<file path="config.mk">
export PLATFORM = sky130hd
export DESIGN_NAME = mandel_pixel_scheduler_flat
export DESIGN_NICKNAME = d
export VERILOG_FILES = /design/src/rtl/mandel_pkg.sv /design/src/rtl/mandel_pixel_scheduler_if.sv /design/src/rtl/mandel_result_slot.sv /design/src/rtl/mandel_pixel_scheduler.sv /design/src/flat_wrapper.sv
export SDC_FILE = /design/constraint.sdc
export NUM_CORES = 1
export LEC_CHECK = 0
export BUFFER_PORTS_ARGS = -buffer_cell sky130_fd_sc_hd__buf_2
export CORE_MARGIN = 4
export CORE_UTILIZATION = 45
export DETAILED_ROUTE_END_ITERATION = 7
export HOLD_SLACK_MARGIN = 0.05
export PLACE_DENSITY = 0.66
export SKIP_CTS_REPAIR_TIMING = 1
export SLEW_MARGIN = 0
export SYNTH_ARGS = -nofsm -noshare
export SYNTH_HDL_FRONTEND = slang
export SYNTH_HIERARCHICAL = 1
export SYNTH_SLANG_ARGS = --single-unit
</file>
<file path="constraint.sdc">
create_clock -name out_stream_aclk -period 3.1 [get_ports out_stream_aclk]
set_input_delay 0.62 -clock out_stream_aclk [delete_from_list [all_inputs] [get_ports out_stream_aclk]]
set_output_delay 0.62 -clock out_stream_aclk [all_outputs]
set_load 0.01 [all_outputs]
</file>
<file path="src/rtl/mandel_pkg.sv">
// Shared types and size defaults for the Mandelbrot pixel scheduler and the pixel-to-complex mapper.
package mandel_pkg;

    localparam int DEPTH_W_DEF = 10;
    localparam int X_SIZE_DEF  = 640;
    localparam int Y_SIZE_DEF  = 480;

    typedef enum logic [1:0] {
        IDLE = 2'd0,
        BUSY = 2'd1,
        FULL = 2'd2
    } slot_state_e;

    typedef struct packed {
        logic sof;
        logic eol;
    } pix_tag_t;

    // Width of a counter/pointer over n values; never collapses to zero bits.
    function automatic int clog2_min1(input int n);
        return (n > 1) ? $clog2(n) : 1;
    endfunction

    function automatic logic [31:0] sat_inc32(input logic [31:0] v);
        return (&v) ? v : v + 32'd1;
    endfunction

endpackage

</file>
<file path="src/rtl/mandel_pixel_scheduler_if.sv">
// Engine dispatch/completion and result-stream signals of the Mandelbrot pixel scheduler.
interface mandel_pixel_scheduler_if
    import mandel_pkg::*;
#(
    parameter int N_ENG   = 4,
    parameter int X_SIZE  = X_SIZE_DEF,
    parameter int Y_SIZE  = Y_SIZE_DEF,
    parameter int DEPTH_W = DEPTH_W_DEF
);
    localparam int X_W = clog2_min1(X_SIZE);
    localparam int Y_W = clog2_min1(Y_SIZE);

    logic [N_ENG-1:0]         eng_start;
    logic [X_W-1:0]           eng_x;
    logic [Y_W-1:0]           eng_y;
    logic [N_ENG-1:0]         eng_done;
    logic [N_ENG*DEPTH_W-1:0] eng_depth;
    logic                     pix_valid;
    logic                     pix_ready;
    logic [DEPTH_W-1:0]       pix_depth;
    logic                     pix_sof;
    logic                     pix_eol;

    modport master (
        output eng_start, eng_x, eng_y, pix_valid, pix_depth, pix_sof, pix_eol,
        input  eng_done, eng_depth, pix_ready
    );

    modport slave (
        input  eng_start, eng_x, eng_y, pix_valid, pix_depth, pix_sof, pix_eol,
        output eng_done, eng_depth, pix_ready
    );

endinterface

</file>
<file path="src/rtl/mandel_result_slot.sv">
// One engine's result slot: occupancy state, captured depth, raster tag and overrun detection.
//  state | meaning
//  IDLE  | engine free, slot may be dispatched
//  BUSY  | engine computing, waiting for its done pulse
//  FULL  | depth captured, waiting to be retired downstream
module mandel_result_slot
    import mandel_pkg::*;
#(
    parameter int DEPTH_W = DEPTH_W_DEF
) (
    input  logic               out_stream_aclk,
    input  logic               periph_resetn,
    input  logic               start,
    input  pix_tag_t           tag_in,
    input  logic               done,
    input  logic [DEPTH_W-1:0] depth_in,
    input  logic               retire,
    output slot_state_e        state,
    output logic [DEPTH_W-1:0] depth,
    output pix_tag_t           tag,
    output logic               overrun
);

    slot_state_e state_q, state_d;

    always_ff @(posedge out_stream_aclk or negedge periph_resetn) begin
        if (!periph_resetn) begin
            state_q <= IDLE;
            depth   <= '0;
            tag     <= '0;
        end else begin
            state_q <= state_d;
            if (start)
                tag <= tag_in;
            if (done && (state_q == BUSY))
                depth <= depth_in;
        end
    end

    always_comb begin
        state_d = state_q;
        overrun = 1'b0;
        case (state_q)
            IDLE:    if (start)  state_d = BUSY;
            BUSY:    if (done)   state_d = FULL;
            FULL:    if (retire) state_d = IDLE;
            default: state_d = IDLE;
        endcase
        if (done && (state_q != BUSY))
            overrun = 1'b1;
    end

    assign state = state_q;

endmodule

</file>
<file path="src/rtl/mandel_pixel_scheduler.sv">
// Raster-order dispatcher and in-order collector for N_ENG Mandelbrot depth engines.
// Optional MANDEL_PERF_CNT_EN adds frame_cycles/stall_cycles performance outputs.
module mandel_pixel_scheduler
    import mandel_pkg::*;
#(
    parameter int N_ENG   = 4,
    parameter int X_SIZE  = X_SIZE_DEF,
    parameter int Y_SIZE  = Y_SIZE_DEF,
    parameter int DEPTH_W = DEPTH_W_DEF
) (
    input  logic                     out_stream_aclk,
    input  logic                     periph_resetn,
    input  logic                     cfg_enable,
    mandel_pixel_scheduler_if.master bus,
    output logic                     err_overrun
`ifdef MANDEL_PERF_CNT_EN
    ,
    output logic [31:0]              frame_cycles,
    output logic [31:0]              stall_cycles
`endif
);

    localparam int X_W = clog2_min1(X_SIZE);
    localparam int Y_W = clog2_min1(Y_SIZE);
    localparam int P_W = clog2_min1(N_ENG);
    localparam logic [X_W-1:0] X_LAST = X_W'(X_SIZE - 1);
    localparam logic [Y_W-1:0] Y_LAST = Y_W'(Y_SIZE - 1);
    localparam logic [P_W-1:0] P_LAST = P_W'(N_ENG - 1);

    logic [X_W-1:0]     x_q;
    logic [Y_W-1:0]     y_q;
    logic [P_W-1:0]     dp_q, rp_q;
    slot_state_e        slot_st    [N_ENG];
    logic [DEPTH_W-1:0] slot_depth [N_ENG];
    pix_tag_t           slot_tag   [N_ENG];
    logic [N_ENG-1:0]   start_vec, retire_vec, overrun_vec;
    logic               frame_start, dispatch, cur_valid, retire_fire;
    pix_tag_t           dp_tag;

    // cfg_enable only gates the first pixel of a frame, so a frame in progress always completes.
    assign frame_start = (x_q == '0) && (y_q == '0);
    assign dispatch    = (slot_st[dp_q] == IDLE) && (cfg_enable || !frame_start);
    assign dp_tag      = '{sof: frame_start, eol: (x_q == X_LAST)};
    assign cur_valid   = (slot_st[rp_q] == FULL);
    assign retire_fire = cur_valid && bus.pix_ready;

    always_comb begin
        start_vec        = '0;
        retire_vec       = '0;
        start_vec[dp_q]  = dispatch;
        retire_vec[rp_q] = retire_fire;
    end

    for (genvar i = 0; i < N_ENG; i++) begin : g_slot
        mandel_result_slot #(.DEPTH_W(DEPTH_W)) u_slot (
            .out_stream_aclk (out_stream_aclk),
            .periph_resetn   (periph_resetn),
            .start           (start_vec[i]),
            .tag_in          (dp_tag),
            .done            (bus.eng_done[i]),
            .depth_in        (bus.eng_depth[i*DEPTH_W +: DEPTH_W]),
            .retire          (retire_vec[i]),
            .state           (slot_st[i]),
            .depth           (slot_depth[i]),
            .tag             (slot_tag[i]),
            .overrun         (overrun_vec[i])
        );
    end

    always_ff @(posedge out_stream_aclk or negedge periph_resetn) begin
        if (!periph_resetn) begin
            x_q           <= '0;
            y_q           <= '0;
            dp_q          <= '0;
            rp_q          <= '0;
            bus.eng_start <= '0;
            bus.eng_x     <= '0;
            bus.eng_y     <= '0;
            err_overrun   <= 1'b0;
        end else begin
            bus.eng_start <= start_vec;
            err_overrun   <= err_overrun | (|overrun_vec);
            if (dispatch) begin
                bus.eng_x <= x_q;
                bus.eng_y <= y_q;
                dp_q      <= (dp_q == P_LAST) ? '0 : dp_q + P_W'(1);
                if (x_q == X_LAST) begin
                    x_q <= '0;
                    y_q <= (y_q == Y_LAST) ? '0 : y_q + Y_W'(1);
                end else begin
                    x_q <= x_q + X_W'(1);
                end
            end
            if (retire_fire)
                rp_q <= (rp_q == P_LAST) ? '0 : rp_q + P_W'(1);
        end
    end

    assign bus.pix_valid = cur_valid;
    assign bus.pix_depth = cur_valid ? slot_depth[rp_q] : '0;
    assign bus.pix_sof   = cur_valid & slot_tag[rp_q].sof;
    assign bus.pix_eol   = cur_valid & slot_tag[rp_q].eol;

`ifdef MANDEL_PERF_CNT_EN
    logic [31:0] frame_cnt_q, stall_cnt_q;
    logic        sof_retire;

    assign sof_retire = retire_fire && slot_tag[rp_q].sof;

    // Counters restart on each sof retire; the finished frame's totals are latched at that point.
    always_ff @(posedge out_stream_aclk or negedge periph_resetn) begin
        if (!periph_resetn) begin
            frame_cnt_q  <= '0;
            stall_cnt_q  <= '0;
            frame_cycles <= '0;
            stall_cycles <= '0;
        end else if (sof_retire) begin
            frame_cycles <= sat_inc32(frame_cnt_q);
            stall_cycles <= stall_cnt_q;
            frame_cnt_q  <= '0;
            stall_cnt_q  <= '0;
        end else begin
            frame_cnt_q <= sat_inc32(frame_cnt_q);
            if (!cur_valid)
                stall_cnt_q <= sat_inc32(stall_cnt_q);
        end
    end
`endif

endmodule

</file>
<file path="src/flat_wrapper.sv">
// flat-port wrapper written by rule: the top's interface ports become plain ports
module mandel_pixel_scheduler_flat import mandel_pkg::*;
#(
    parameter int N_ENG   = 4,
    parameter int X_SIZE  = X_SIZE_DEF,
    parameter int Y_SIZE  = Y_SIZE_DEF,
    parameter int DEPTH_W = DEPTH_W_DEF
)
  (out_stream_aclk, periph_resetn, cfg_enable, err_overrun, bus_eng_start, bus_eng_x, bus_eng_y, bus_pix_valid, bus_pix_depth, bus_pix_sof, bus_pix_eol, bus_eng_done, bus_eng_depth, bus_pix_ready);
  mandel_pixel_scheduler_if #(.N_ENG(N_ENG), .X_SIZE(X_SIZE), .Y_SIZE(Y_SIZE), .DEPTH_W(DEPTH_W)) bus_i ();
  input  logic out_stream_aclk;
  input  logic periph_resetn;
  input  logic cfg_enable;
  output logic err_overrun;
  output wire logic [$bits(bus_i.eng_start)-1:0] bus_eng_start;
  output wire logic [$bits(bus_i.eng_x)-1:0] bus_eng_x;
  output wire logic [$bits(bus_i.eng_y)-1:0] bus_eng_y;
  output wire logic [$bits(bus_i.pix_valid)-1:0] bus_pix_valid;
  output wire logic [$bits(bus_i.pix_depth)-1:0] bus_pix_depth;
  output wire logic [$bits(bus_i.pix_sof)-1:0] bus_pix_sof;
  output wire logic [$bits(bus_i.pix_eol)-1:0] bus_pix_eol;
  input wire logic [$bits(bus_i.eng_done)-1:0] bus_eng_done;
  input wire logic [$bits(bus_i.eng_depth)-1:0] bus_eng_depth;
  input wire logic [$bits(bus_i.pix_ready)-1:0] bus_pix_ready;
  assign bus_eng_start = bus_i.eng_start;
  assign bus_eng_x = bus_i.eng_x;
  assign bus_eng_y = bus_i.eng_y;
  assign bus_pix_valid = bus_i.pix_valid;
  assign bus_pix_depth = bus_i.pix_depth;
  assign bus_pix_sof = bus_i.pix_sof;
  assign bus_pix_eol = bus_i.pix_eol;
  assign bus_i.eng_done = bus_eng_done;
  assign bus_i.eng_depth = bus_eng_depth;
  assign bus_i.pix_ready = bus_pix_ready;
  mandel_pixel_scheduler #(.N_ENG(N_ENG), .X_SIZE(X_SIZE), .Y_SIZE(Y_SIZE), .DEPTH_W(DEPTH_W)) u_core (.out_stream_aclk(out_stream_aclk), .periph_resetn(periph_resetn), .cfg_enable(cfg_enable), .bus(bus_i), .err_overrun(err_overrun));
endmodule
</file>
==> metrics.txt <==
status=finished clean; most used cell, CP=buf_4; Hold Path Class=in -> async; worst vdd ir=0.397 mV; met2 Use GR=28.4%; die height=113 um; worst path cell trace=buf_4 -> nand3b_1 -> o311ai_0 -> o21ai_1 -> buf_4 -> nor2b_1 -> buf_2; Area Growth Syn to Fin=15.1%; CTS tree=done; Seq/Total Area, Yosys=51.8%; total track usage=16.9%; dominant cells by area after synthesis=dfrtp_1 52%, mux2_4 11%, mux2_2 6.8%, mux4_2 5.9%, ha_1 3.0%; DRT iter0 DRCs=177; Synth Register Bits=103; slowest cell on the critical path=dfrtp_1; global-route wire length before repair=17200 um; full die area=12800 um^2; root buf cell=clkbuf_8; Setup CP Type=reg -> out; syn nets=440; r2r worst-path depth=6; Avg Cell Area, Syn=13.1 um^2; EDFF count, synth=0; synthesized instance count=380; Fin. Hold Viols=0; DR vias/cell=5.22; worst skew pair latency=0.35 ns; Crit path buffers/inverters=3; Netlist Area Pre-Place=4970 um^2; post-route ant nets=0; required time of the critical path=2.48 ns; clk_skew=0.00672 ns; type of origin of the critical path=register; Bufs on Longest Clock Path=2; FP Rows=38; Antenna Cells=0; IO buf count=84; Final Util=52.8%; Netlist cell types=41; drt total wl=10100 um; critical path's largest stage delay=0.53 ns; DRC viols=0; Worst-path clk slew=0.09 ns; Cell Pwr Density=922 nW/um^2; most used routing layer=met2; count leader, synth=dfrtp_1; max-cap violations=0; worst slew margin relative to its limit=41.7%; RSZ-0062 raised after global routing=no; Core Box Area=10800 um^2; fin. max-slew vios=0; Final period util=86.6%; initial antenna violation count=0; fin crit period=2.68 ns; Primary FF master, synth=dfrtp_1; setup violators final=0; # nets final=528; H-tree depth=3; Sum Neg Setup Slack=0 ns; Vias=3202; WL per Instance=16.5 um; Die Wd=113 um; Fmax achieved=373 MHz; met3 GRT Util=4.92%; Synth top cells by count=103 x dfrtp_1, 36 x mux2_4, 30 x mux2_2; Levels on crit path=7; drt first pass iters=4; Worst setup EP type=primary output; Yosys top cell area share=51.8%; Post-synth ARST share=100%; CTS buffer count=9; met1 usage=22.0%; number of global-route vias before repair=3420; Leak=0.00285 uW; Design Power=5280 uW; CP Data Arrival Time=2.06 ns; IO Pins=85; Congestion Overflow GR=0; Ys Warns=6; share of layout cells above drive strength 1=39.7%; worst slew pin tran=0.872 ns; Initial Util=45.9%; Top Family by Delay on Critical Path=buffers and inverters; Max Fanout on Critical Path=14; Synth area leader=dfrtp_1; pin count of the biggest net entering global routing=48; routability congestion estimate=0.812; DP HPWL=7330 um; Sink Count=103
-- path summary, 6_finish.rpt --
path / slack (ns) / endpoint / startpoint
setup / recovery: 0.42 / bus_pix_depth[7] / u_core/rp_q[0]$_DFFE_PN0P_
hold / removal: 0.26 / u_core/g_slot[0].u_slot/depth[6]$_DFFE_PN0P_ / periph_resetn
setup reg to reg: 0.79 / u_core/y_q[6]$_DFFE_PN0P_ / u_core/x_q[0]$_DFFE_PN0P_
hold reg to reg: 0.49 / u_core/err_overrun$_DFF_PN0_ / u_core/err_overrun$_DFF_PN0_
max in group asynchronous: 2.15 / u_core/g_slot[3].u_slot/depth[1]$_DFFE_PN0P_ / periph_resetn
min in group out_stream_aclk: 0.46 / u_core/g_slot[2].u_slot/state[0]$_DFFE_PN0P_ / bus_eng_done[2]
-- report_power, final --
group          internal [uW]  leakage, uW  switching [uW]
logic                   1280      0.00145            1010
clock network            380    0.0000987             429
registers               1800      0.00130             367
-- kinds of logic (layout without fill, tap and decap cells) --
group	count (synthesis)	count (layout)	synth area share (%)
AO/OA/AOI/OAI	43	43	6.04
XOR/XNOR	6	6	1.06
adder cells (fa/ha/maj)	12	12	3.02
buffers and inverters	38	131	4.03
flip-flops	103	103	51.8
multiplexers	80	80	23.8
AND/OR/NAND/NOR	98	98	10.3
-- sequential cells by signal (all words and copies together) (netlist names) --
name,count
u_core/bus.eng_y,9
u_core/g_slot.u_slot/depth,40
u_core/x_q,10
u_core/g_slot.u_slot/tag,8
u_core/y_q,9
u_core/g_slot.u_slot/state,8
u_core/bus.eng_x,10
u_core/dp_q,2
u_core/bus.eng_start,4
u_core/err_overrun,1
u_core/rp_q,2
-- placed cells by master, fill, tap and decap left out, types with 2 or more instances in the layout --
master,instances
clkbuf_8,13
or3_1,2
o21ai_0,15
nand3_1,10
nand2_1,15
o41ai_1,2
buf_2,83
dfrtp_1,103
nand2b_1,3
xor2_1,3
nand3b_1,5
and3_1,2
o31ai_1,4
and2_1,5
buf_4,8
a21boi_0,4
mux2_2,30
nor3_1,6
nor2_1,27
mux2_4,36
and4_1,2
o211ai_1,2
mux4_2,13
xnor2_1,3
nor2b_1,12
a21oi_1,4
nand4_1,4
a211oi_1,4
a21o_1,3
inv_1,23
ha_1,12
-- metal layers --
| layer | wire length (um) | vias to the layer above |
|---|---|---|
| met2 | 5070 | 65 |
| met1 | 4440 | 1617 |
| met4 | 74 | 0 |
| met3 | 536 | 6 |
| met5 | 0 | - |
| li1 | - | 1514 |
-- final cells by class --
type	instances	area [um^2]
clock buffer	14	183
clock inverter	2	12.5
fill	947	5120
inverter	23	86.3
multi-input combinational	239	2190
sequential	103	2580
tap	140	175
timing repair buffer	92	495
-- through the flow --
stage | setup WS [ns] | cell area (um^2) | instances | hold slack (ns)
5_1_grt | 0.245 | 5720 | 613 | 0.285
3_5_place_dp | 0.796 | 5530 | 597 | 0.472
4_1_cts | 0.380 | 5720 | 613 | 0.264
6_report | 0.417 | 5720 | 613 | 0.261
3_3_place_gp | 0.830 | 5530 | 597 | 0.444
2_1_floorplan | 0.892 | 4970 | 380 | 0.324
No activity file was read; power rests on OpenSTA's default activity.
